===== config.mk =====
export PLATFORM = sky130hd
export DESIGN_NAME = stage_decision_accumulator
export DESIGN_NICKNAME = d
export VERILOG_FILES = /design/src/rtl/stage_decision_accumulator.sv
export SDC_FILE = /design/constraint.sdc
export NUM_CORES = 1
export LEC_CHECK = 0
export ABC_CLOCK_PERIOD_IN_PS = 4200
export CAP_MARGIN = 15
export CORE_ASPECT_RATIO = 1.25
export CORE_MARGIN = 2
export CORE_UTILIZATION = 58
export CTS_CLUSTER_DIAMETER = 30
export DETAILED_ROUTE_END_ITERATION = 8
export DONT_BUFFER_PORTS = 1
export GPL_ROUTABILITY_DRIVEN = 0
export HOLD_SLACK_MARGIN = 0.02
export PLACE_DENSITY = 0.74
export SYNTH_ARGS = -nofsm -noshare
export SYNTH_HDL_FRONTEND = slang
export SYNTH_SLANG_ARGS = --single-unit
export TNS_END_PERCENT = 50

===== constraint.sdc =====
create_clock -name clk_fpga -period 4.2 [get_ports clk_fpga]
set_input_delay 0.84 -clock clk_fpga [delete_from_list [all_inputs] [get_ports clk_fpga]]
set_output_delay 0.84 -clock clk_fpga [all_outputs]
set_load 0.01 [all_outputs]

===== src/rtl/stage_decision_accumulator.sv =====
// Face-detection cascade stage accumulator: sums signed weak-classifier votes per stage
// with saturation, compares against the stage threshold and advances or issues a verdict.
module stage_decision_accumulator #(
    parameter int DATA_WIDTH_16 = 16,
    parameter int ACC_WIDTH     = 20,
    parameter int NUM_STAGES    = 25,
    parameter int STAGE_WIDTH   = 5
) (
    input  logic                     clk_fpga,
    input  logic                     reset_fpga,
    input  logic                     i_start,
    input  logic                     i_vote_valid,
    input  logic [DATA_WIDTH_16-1:0] i_vote,
    input  logic                     i_vote_last,
    input  logic [DATA_WIDTH_16-1:0] i_stage_threshold,
    output logic                     o_vote_ready,
    output logic [STAGE_WIDTH-1:0]   o_stage_index,
    output logic [ACC_WIDTH-1:0]     o_stage_sum,
    output logic                     o_next_stage,
    output logic                     o_done,
    output logic                     o_is_candidate,
    output logic [STAGE_WIDTH-1:0]   o_reject_stage
);

    typedef enum logic [1:0] {
        S_IDLE,
        S_ACCUM,
        S_DECIDE,
        S_DONE
    } state_t;

    localparam logic [STAGE_WIDTH-1:0] LAST_STAGE = STAGE_WIDTH'(NUM_STAGES - 1);
    localparam logic signed [ACC_WIDTH-1:0] SUM_MAX = {1'b0, {(ACC_WIDTH-1){1'b1}}};
    localparam logic signed [ACC_WIDTH-1:0] SUM_MIN = {1'b1, {(ACC_WIDTH-1){1'b0}}};

    state_t                       state_q;
    logic signed [ACC_WIDTH-1:0]  sum_q;
    logic signed [ACC_WIDTH-1:0]  thr_q;
    logic [STAGE_WIDTH-1:0]       stage_q;
    logic [STAGE_WIDTH-1:0]       reject_q;
    logic                         ready_q;
    logic                         next_q;
    logic                         done_q;
    logic                         cand_q;

    logic signed [ACC_WIDTH:0]    vote_ext;
    logic signed [ACC_WIDTH:0]    sum_wide;
    logic signed [ACC_WIDTH-1:0]  sum_d;
    logic signed [ACC_WIDTH-1:0]  thr_d;

    // One guard bit above the accumulator exposes overflow for saturation.
    assign vote_ext = {{(ACC_WIDTH+1-DATA_WIDTH_16){i_vote[DATA_WIDTH_16-1]}}, i_vote};
    assign sum_wide = {sum_q[ACC_WIDTH-1], sum_q} + vote_ext;
    assign thr_d    = {{(ACC_WIDTH-DATA_WIDTH_16){i_stage_threshold[DATA_WIDTH_16-1]}},
                       i_stage_threshold};

    always_comb begin
        sum_d = sum_wide[ACC_WIDTH-1:0];
        if (sum_wide[ACC_WIDTH] != sum_wide[ACC_WIDTH-1]) begin
            sum_d = sum_wide[ACC_WIDTH] ? SUM_MIN : SUM_MAX;
        end
    end

    // NOTE: state registers use non-blocking assignments so every register samples pre-edge values.
    always_ff @(posedge clk_fpga or posedge reset_fpga) begin
        if (reset_fpga) begin
            state_q  <= S_IDLE;
            sum_q    <= '0;
            thr_q    <= '0;
            stage_q  <= '0;
            reject_q <= '0;
            ready_q  <= 1'b0;
            next_q   <= 1'b0;
            done_q   <= 1'b0;
            cand_q   <= 1'b0;
        end else begin
            next_q <= 1'b0;
            done_q <= 1'b0;
            if (i_start) begin
                // A start from any state restarts the window; a coincident vote is dropped.
                state_q  <= S_ACCUM;
                sum_q    <= '0;
                stage_q  <= '0;
                reject_q <= '0;
                cand_q   <= 1'b0;
                ready_q  <= 1'b1;
            end else begin
                case (state_q)
                    S_ACCUM: begin
                        if (i_vote_valid && ready_q) begin
                            sum_q <= sum_d;
                            if (i_vote_last) begin
                                thr_q   <= thr_d;
                                ready_q <= 1'b0;
                                state_q <= S_DECIDE;
                            end
                        end
                    end
                    S_DECIDE: begin
                        if (sum_q >= thr_q && stage_q != LAST_STAGE) begin
                            stage_q <= stage_q + STAGE_WIDTH'(1);
                            sum_q   <= '0;
                            next_q  <= 1'b1;
                            ready_q <= 1'b1;
                            state_q <= S_ACCUM;
                        end else begin
                            cand_q   <= (sum_q >= thr_q);
                            reject_q <= stage_q;
                            done_q   <= 1'b1;
                            state_q  <= S_DONE;
                        end
                    end
                    default: begin
                        ready_q <= 1'b0;
                    end
                endcase
            end
        end
    end

    assign o_vote_ready   = ready_q;
    assign o_stage_index  = stage_q;
    assign o_stage_sum    = sum_q;
    assign o_next_stage   = next_q;
    assign o_done         = done_q;
    assign o_is_candidate = cand_q;
    assign o_reject_stage = reject_q;

endmodule


# Yosys cells after proc, flatten, opt, wreduce, memory -nomap -nowiden
# Cells that the tools add are included.
[totals]
ff_bits = 52
ramBits = 0
latch_bits = 0
memories = 0
rom_bits = 0
output_inout_bits = 34
[classes]
add_sub_neg = 2
bitwise_logic = 1
n_lt_le_gt_ge = 1
multipliers = 0
div_mod_pow = 0
eq_ne = 8
n_mux = 31
reduce_logical = 11
n_shift = 0
[op_table]
columns = ["cell", "count"]
rows = [
  ["$mux W20", 5],
  ["$pmux W20 S2", 1],
  ["$mux W5", 6],
  ["$add A20 B16 Y21", 1],
  ["$ge A20 B16 Y1", 1],
  ["$mux W1", 13],
  ["$ne A3 B3 Y1 const B", 3],
  ["$reduce_and A3 Y1", 3],
  ["$mux W2", 4],
  ["$add A5 B1 Y5 const B", 1],
  ["$ne A5 B5 Y1 const B", 1],
  ["$pmux W2 S2", 1],
  ["$reduce_and A2 Y1", 2],
  ["$reduce_and A4 Y1", 1],
  ["$reduce_bool A2 Y1", 2],
  ["$reduce_bool A3 Y1", 1],
  ["$eq A2 B1 Y1 const B", 1],
  ["$eq A2 B2 Y1 const B", 1],
  ["$logic_and A1 B1 Y1", 2],
  ["$ne A2 B2 Y1 const B", 1],
  ["$pmux W1 S2", 1],
  ["$ne A1 B1 Y1", 1],
  ["$not A1 Y1", 1],
]

# Depth between registers and ports, before layout
[logic_depth]
ltp_word = 6
mapped_depth = 12
depth_no_buf = 10

# Worst setup path before layout
# OpenSTA, ideal clock, no wires.
[synth_timing]
path_kind = "input port to flip-flop"
startpoint = "in i_vote[15]"
endpoint = "reg sum_q[10] (netlist: o_stage_sum[10])"
path_stages = 11
arrival_time_ns = 2.849
required_ns = 4.120
n_path_buf = 3
path_slack_ns = 1.271
path_cell_list = "ha_1 > clkbuf_1 > a21oi_1 > o21ai_1 > mux2_2 > a221oi_2 > nand3b_1 > or2_1 > buf_6 > buf_8 > o211ai_2"
[synth_via]
elab_chain_len = 6
elab_cells_between_ends = 7
classes_between = "add/sub: 1; eq/ne: 1; mux: 5"
[synth_lines]
columns = ["item", "line_no", "source"]
rows = [
  ["start, declared", "13", "input logic [DATA_WIDTH_16-1:0] i_vote,"],
  ["$add A20 B16 Y21 (*)", "53", "assign sum_wide = {sum_q[ACC_WIDTH-1], sum_q} + vote_ext;"],
  ["$mux W20 / $ne A1 B1 Y1 (equally long branches)", "60, 59", ""],
  ["$mux W20 (*)", "59", "if (sum_wide[ACC_WIDTH] != sum_wide[ACC_WIDTH-1]) begin"],
  ["$mux W20 (*)", "90", "if (i_vote_valid && ready_q) begin"],
  ["$pmux W20 S2 (*)", "88", "case (state_q)"],
  ["$mux W20 (*)", "79", "if (i_start) begin"],
  ["end signal, assigned", "91", "sum_q <= sum_d;"],
  ["end, declared", "37", "logic signed [ACC_WIDTH-1:0] sum_q;"],
]
# Mark *: on every way between the ends. The rest lies on a longest branch, timed or not. The select of a mux whose other input is x is not followed.
# A chain may end at the register's enable or synchronous reset.

# Worst setup path after layout
[layout_timing]
startpoint = "reg sum_q[0] (netlist: o_stage_sum[0])"
endpoint = "reg sum_q[13] (netlist: o_stage_sum[13])"
[layout_via]
elab_chain_len = 6
elab_cells_between_ends = 11
classes_between = "add/sub: 1; order compare: 1; eq/ne: 2; mux: 5; reduce/logical: 2"
[layout_lines]
columns = ["item", "line_no"]
rows = [
  ["$add A20 B16 Y21", "53"],
  ["$mux W20 / $ne A1 B1 Y1 (equally long branches)", "60, 59"],
  ["$mux W20", "59"],
  ["$mux W20", "90"],
  ["$pmux W20 S2", "88"],
  ["$mux W20", "79"],
]
# Parallel ways exist; a longest one is shown, timed or not. The select of a mux whose other input is x is not followed.

==> results by group <==
Worst setup path
  • Largest fanout on the critical path: 17
  • Crit path kind: reg2reg
  • Crit path cell chain: ha_1 -> inv_1 -> fa_1 -> nand2b_1 -> a21oi_1 -> o211a_1 -> o21ai_0 -> a2bb2oi_1 -> a21o_1 -> o211ai_1
  • Crit. End Element: flip-flop
  • Worst path buffer plus inverter count: 1
  • Slowest stage cell, crit path: a21o_1
  • CP top delay family: compound AO/OA/AOI/OAI gates
  • CP arrival: 3320 ps
  • Nature of the critical path startpoint: flip-flop
  • Crit-path max cell delay: 660 ps
  • WP data required: 4340 ps

Detailed routing
  • Residual DRC: 0
  • Vias: 3,294
  • TritonRoute pass-1 iters: 4
  • Routed WL: 9310 µm
  • Final ANT Viol Nets: 0
  • Avg Vias per Cell: 6.35
  • First DRT Iteration DRCs: 100
  • Drt wl/cell: 17.9 µm

Logic synthesis
  • Synth area leaders: dfrtp_1, ha_1, a21oi_1
  • Post-synth ARST share: 100%
  • Cell Area, Synth: 3980 µm²
  • Simple-gate share of the synthesized area: 18.2%
  • Synth warnings: 0
  • Synth Area in XOR/XNOR: 3.52%
  • FF+latch count, synth: 52
  • Synth Area in Compound Gates: 24.7%
  • Sequential fraction of the synthesis area: 32.7%
  • Adder-Cell Fraction of Synth Area: 13.7%
  • Post-synthesis mux area share: 1.10%
  • Mean Syn Cell Area: 9.03 µm²
  • EDFF count, synth: 0
  • Syn Inst Count: 441
  • Synth area leader: dfrtp_1
  • Main combinational cell family by area after synthesis: compound AO/OA/AOI/OAI gates
  • Post-synth net total: 521
  • Main synth FF type: dfrtp_1
  • Synth top area share: 32.7%
  • Netlist cell types: 71

Placement
  • Post-DP HPWL: 7310 µm
  • Placed cell areas: 4000 µm²
  • Port Buffers: 0

Timing
  • Max-slew violation count: 0
  • Min Tclk post-route: 3180 ps
  • RSZ-0062 raised after global routing: no
  • Final setup vio count: 0
  • Slew @ Worst Pin: 918 ps
  • Fin. Hold Viols: 0
  • Max_slew headroom: 38.5%
  • FMAX: 314 MHz
  • Layout Skew: 4.73 ps
  • Setup TNS: 0 ps
  • Final worst-path cycle share: 75.8%

CTS
  • Worst-Skew Late Latency: 300 ps
  • CTS Buf Count: 5
  • Root buf cell: clkbuf_8
  • Post-CTS Hold Fix Bufs: 0
  • CTS tree: done
  • H-tree levels: 2
  • Reg clk slew, reported paths: 90 ps
  • Clock Path Buffers: 2
  • Setup Buffers After CTS: 0
  • Cts repair resizes: 0
  • Num Clock Sinks: 52

Flow run
  • Maxcap violations: 0

Floorplan
  • Die Wd: 78.1 µm
  • Initial Util: 60.3%
  • Core area: 6610 µm²
  • Std cell rows: 33
  • Die Y: 96.6 µm
  • Die area: 7550 µm²
  • I/O pin total: 71

Pwr
  • NetSw: 0.981 mW
  • Leakage: 1.87 nW
  • Final Total Pwr: 2.16 mW
  • P_int: 1.18 mW
  • Clk network pwr share: 12.4%
  • Comb pwr share: 52.4%
  • Sw Share: 45.3%
  • Power share of the sequential group: 35.3%
  • Power per cell area: 528 nW/µm²
  • Worst IR Drop VDD: 228 µV

Global route
  • GRT Resource Usage Total: 25.4%
  • Initial antenna violation count: 0
  • Largest net degree at the start of global routing: 53
  • First-pass GRT wire length: 15,700 µm
  • Remaining global-route overflow: 0
  • Vias in the first global route: 3,258

Finish
  • Ant. Diodes: 0
  • P&R area growth vs syn: 2.95%
  • Util after Layout: 62.1%
  • Nets: 512
  • Final instance area: 4100 µm²
  • Layout cells sized above 1: 9.26%

Outcome
  • Status: finished, final reports clean

Hold path
  • Hold Path Class: in2async
cells by family after synthesis:
logic type      after synthesis
compound gates              138
xor+xnor                     16
fa+ha+maj                    43
buf+inv                      53
flops                        52
mux                           4
simple gates                135
registers in the layout (all words and copies together) (netlist names):
| register | cells |
|---|---|
| thr_q | 16 |
| o_vote_ready | 1 |
| o_next_stage | 1 |
| o_stage_index | 5 |
| state_q | 2 |
| o_stage_sum | 20 |
| o_done | 1 |
| o_is_candidate | 1 |
| o_reject_stage | 5 |
routing by layer:
metal,GRT usage (%),share of wire (%)
met5,0,0
met3,5.22,5.1
met4,5.80,1.3
met2,42.8,50
met1,33.6,44
area by class of cell:
type	instances	area, µm²
multi-input cells	336	2450
inverters	34	128
clock inverters	1	5.00
flip-flops and latches	52	1300
fillers	581	2510
well taps	87	109
repair buffers	3	35.0
clock buffers	6	72.6
cell usage after synthesis (2+ instances only):
cell / count
and4_1: 2
ha_1: 42
xor2_1: 10
dfrtp_1: 52
nor2_1: 21
a21o_1: 4
a2bb2oi_1: 2
nand2b_1: 6
nand3b_1: 2
a211oi_1: 5
a21boi_0: 2
nor3_1: 9
buf_2: 3
o211ai_1: 12
o31ai_1: 3
a21oi_1: 40
nand4_1: 7
or4_1: 2
a31oi_1: 3
inv_1: 34
nand2_1: 32
buf_6: 2
nor4_2: 2
a211o_1: 3
nand3_1: 27
o21ai_0: 32
and3_1: 3
a22oi_1: 2
o211ai_2: 10
and2_1: 5
o21a_1: 3
nor2b_1: 4
xnor2_1: 6
mux2_2: 2
clkbuf_1: 11
power by group through the flow:
stage | clock (mW) | sequential [mW] | combinational (mW)
after floorplan | 0 | 0.715 | 0.923
after global placement | 0 | 0.766 | 1.08
after detailed placement | 0 | 0.773 | 1.12
after CTS | 0.271 | 0.764 | 1.13
after global routing | 0.292 | 0.779 | 1.27
final | 0.267 | 0.763 | 1.13
cell usage in the layout (no fill, tap or decap), types with 2 or more instances in the layout:
master      n
a211o_1     3
a211oi_1    5
a21boi_0    2
a21o_1      4
a21oi_1    40
a22oi_1     2
a2bb2oi_1   2
a31oi_1     3
and2_1      5
and3_1      3
and4_1      2
buf_4       2
clkbuf_8    5
dfrtp_1    52
ha_1       42
inv_1      33
mux2_2      2
nand2_1    32
nand2b_1    6
nand3_1    27
nand3b_1    2
nand4_1     7
nor2_1     21
nor2b_1     4
nor3_1      8
o211ai_1   12
o211ai_2   10
o21a_1      3
o21ai_0    32
o31ai_1     3
or4_1       2
xnor2_1     6
xor2_1     10
per-stage QoR:
stage / setup WS [ps] / std cells / hold slack (ps)
3_5_place_dp: 681 / 511 / 534
6_report: 1020 / 519 / 450
2_1_floorplan: 1270 / 441 / 485
4_1_cts: 993 / 518 / 554
3_3_place_gp: 779 / 511 / 504
5_1_grt: 762 / 519 / 478
final timing paths:
| path | start | end | slack, ps | depth (start not counted) |
|---|---|---|---|---|
| max | o_stage_sum[0] | o_stage_sum[13] | 1020 | 10 |
| min | reset_fpga | thr_q[3] | 450 | 1 |
| max reg2reg | o_stage_sum[0] | o_stage_sum[13] | 1020 | 10 |
| min reg2reg | thr_q[0] | thr_q[0] | 550 | 1 |
| max in group asynchronous | reset_fpga | state_q[0] | 3220 | 2 |
| min in group clk_fpga | thr_q[0] | thr_q[0] | 550 | 1 |
Note: power is estimated with default switching activity, not from simulation.
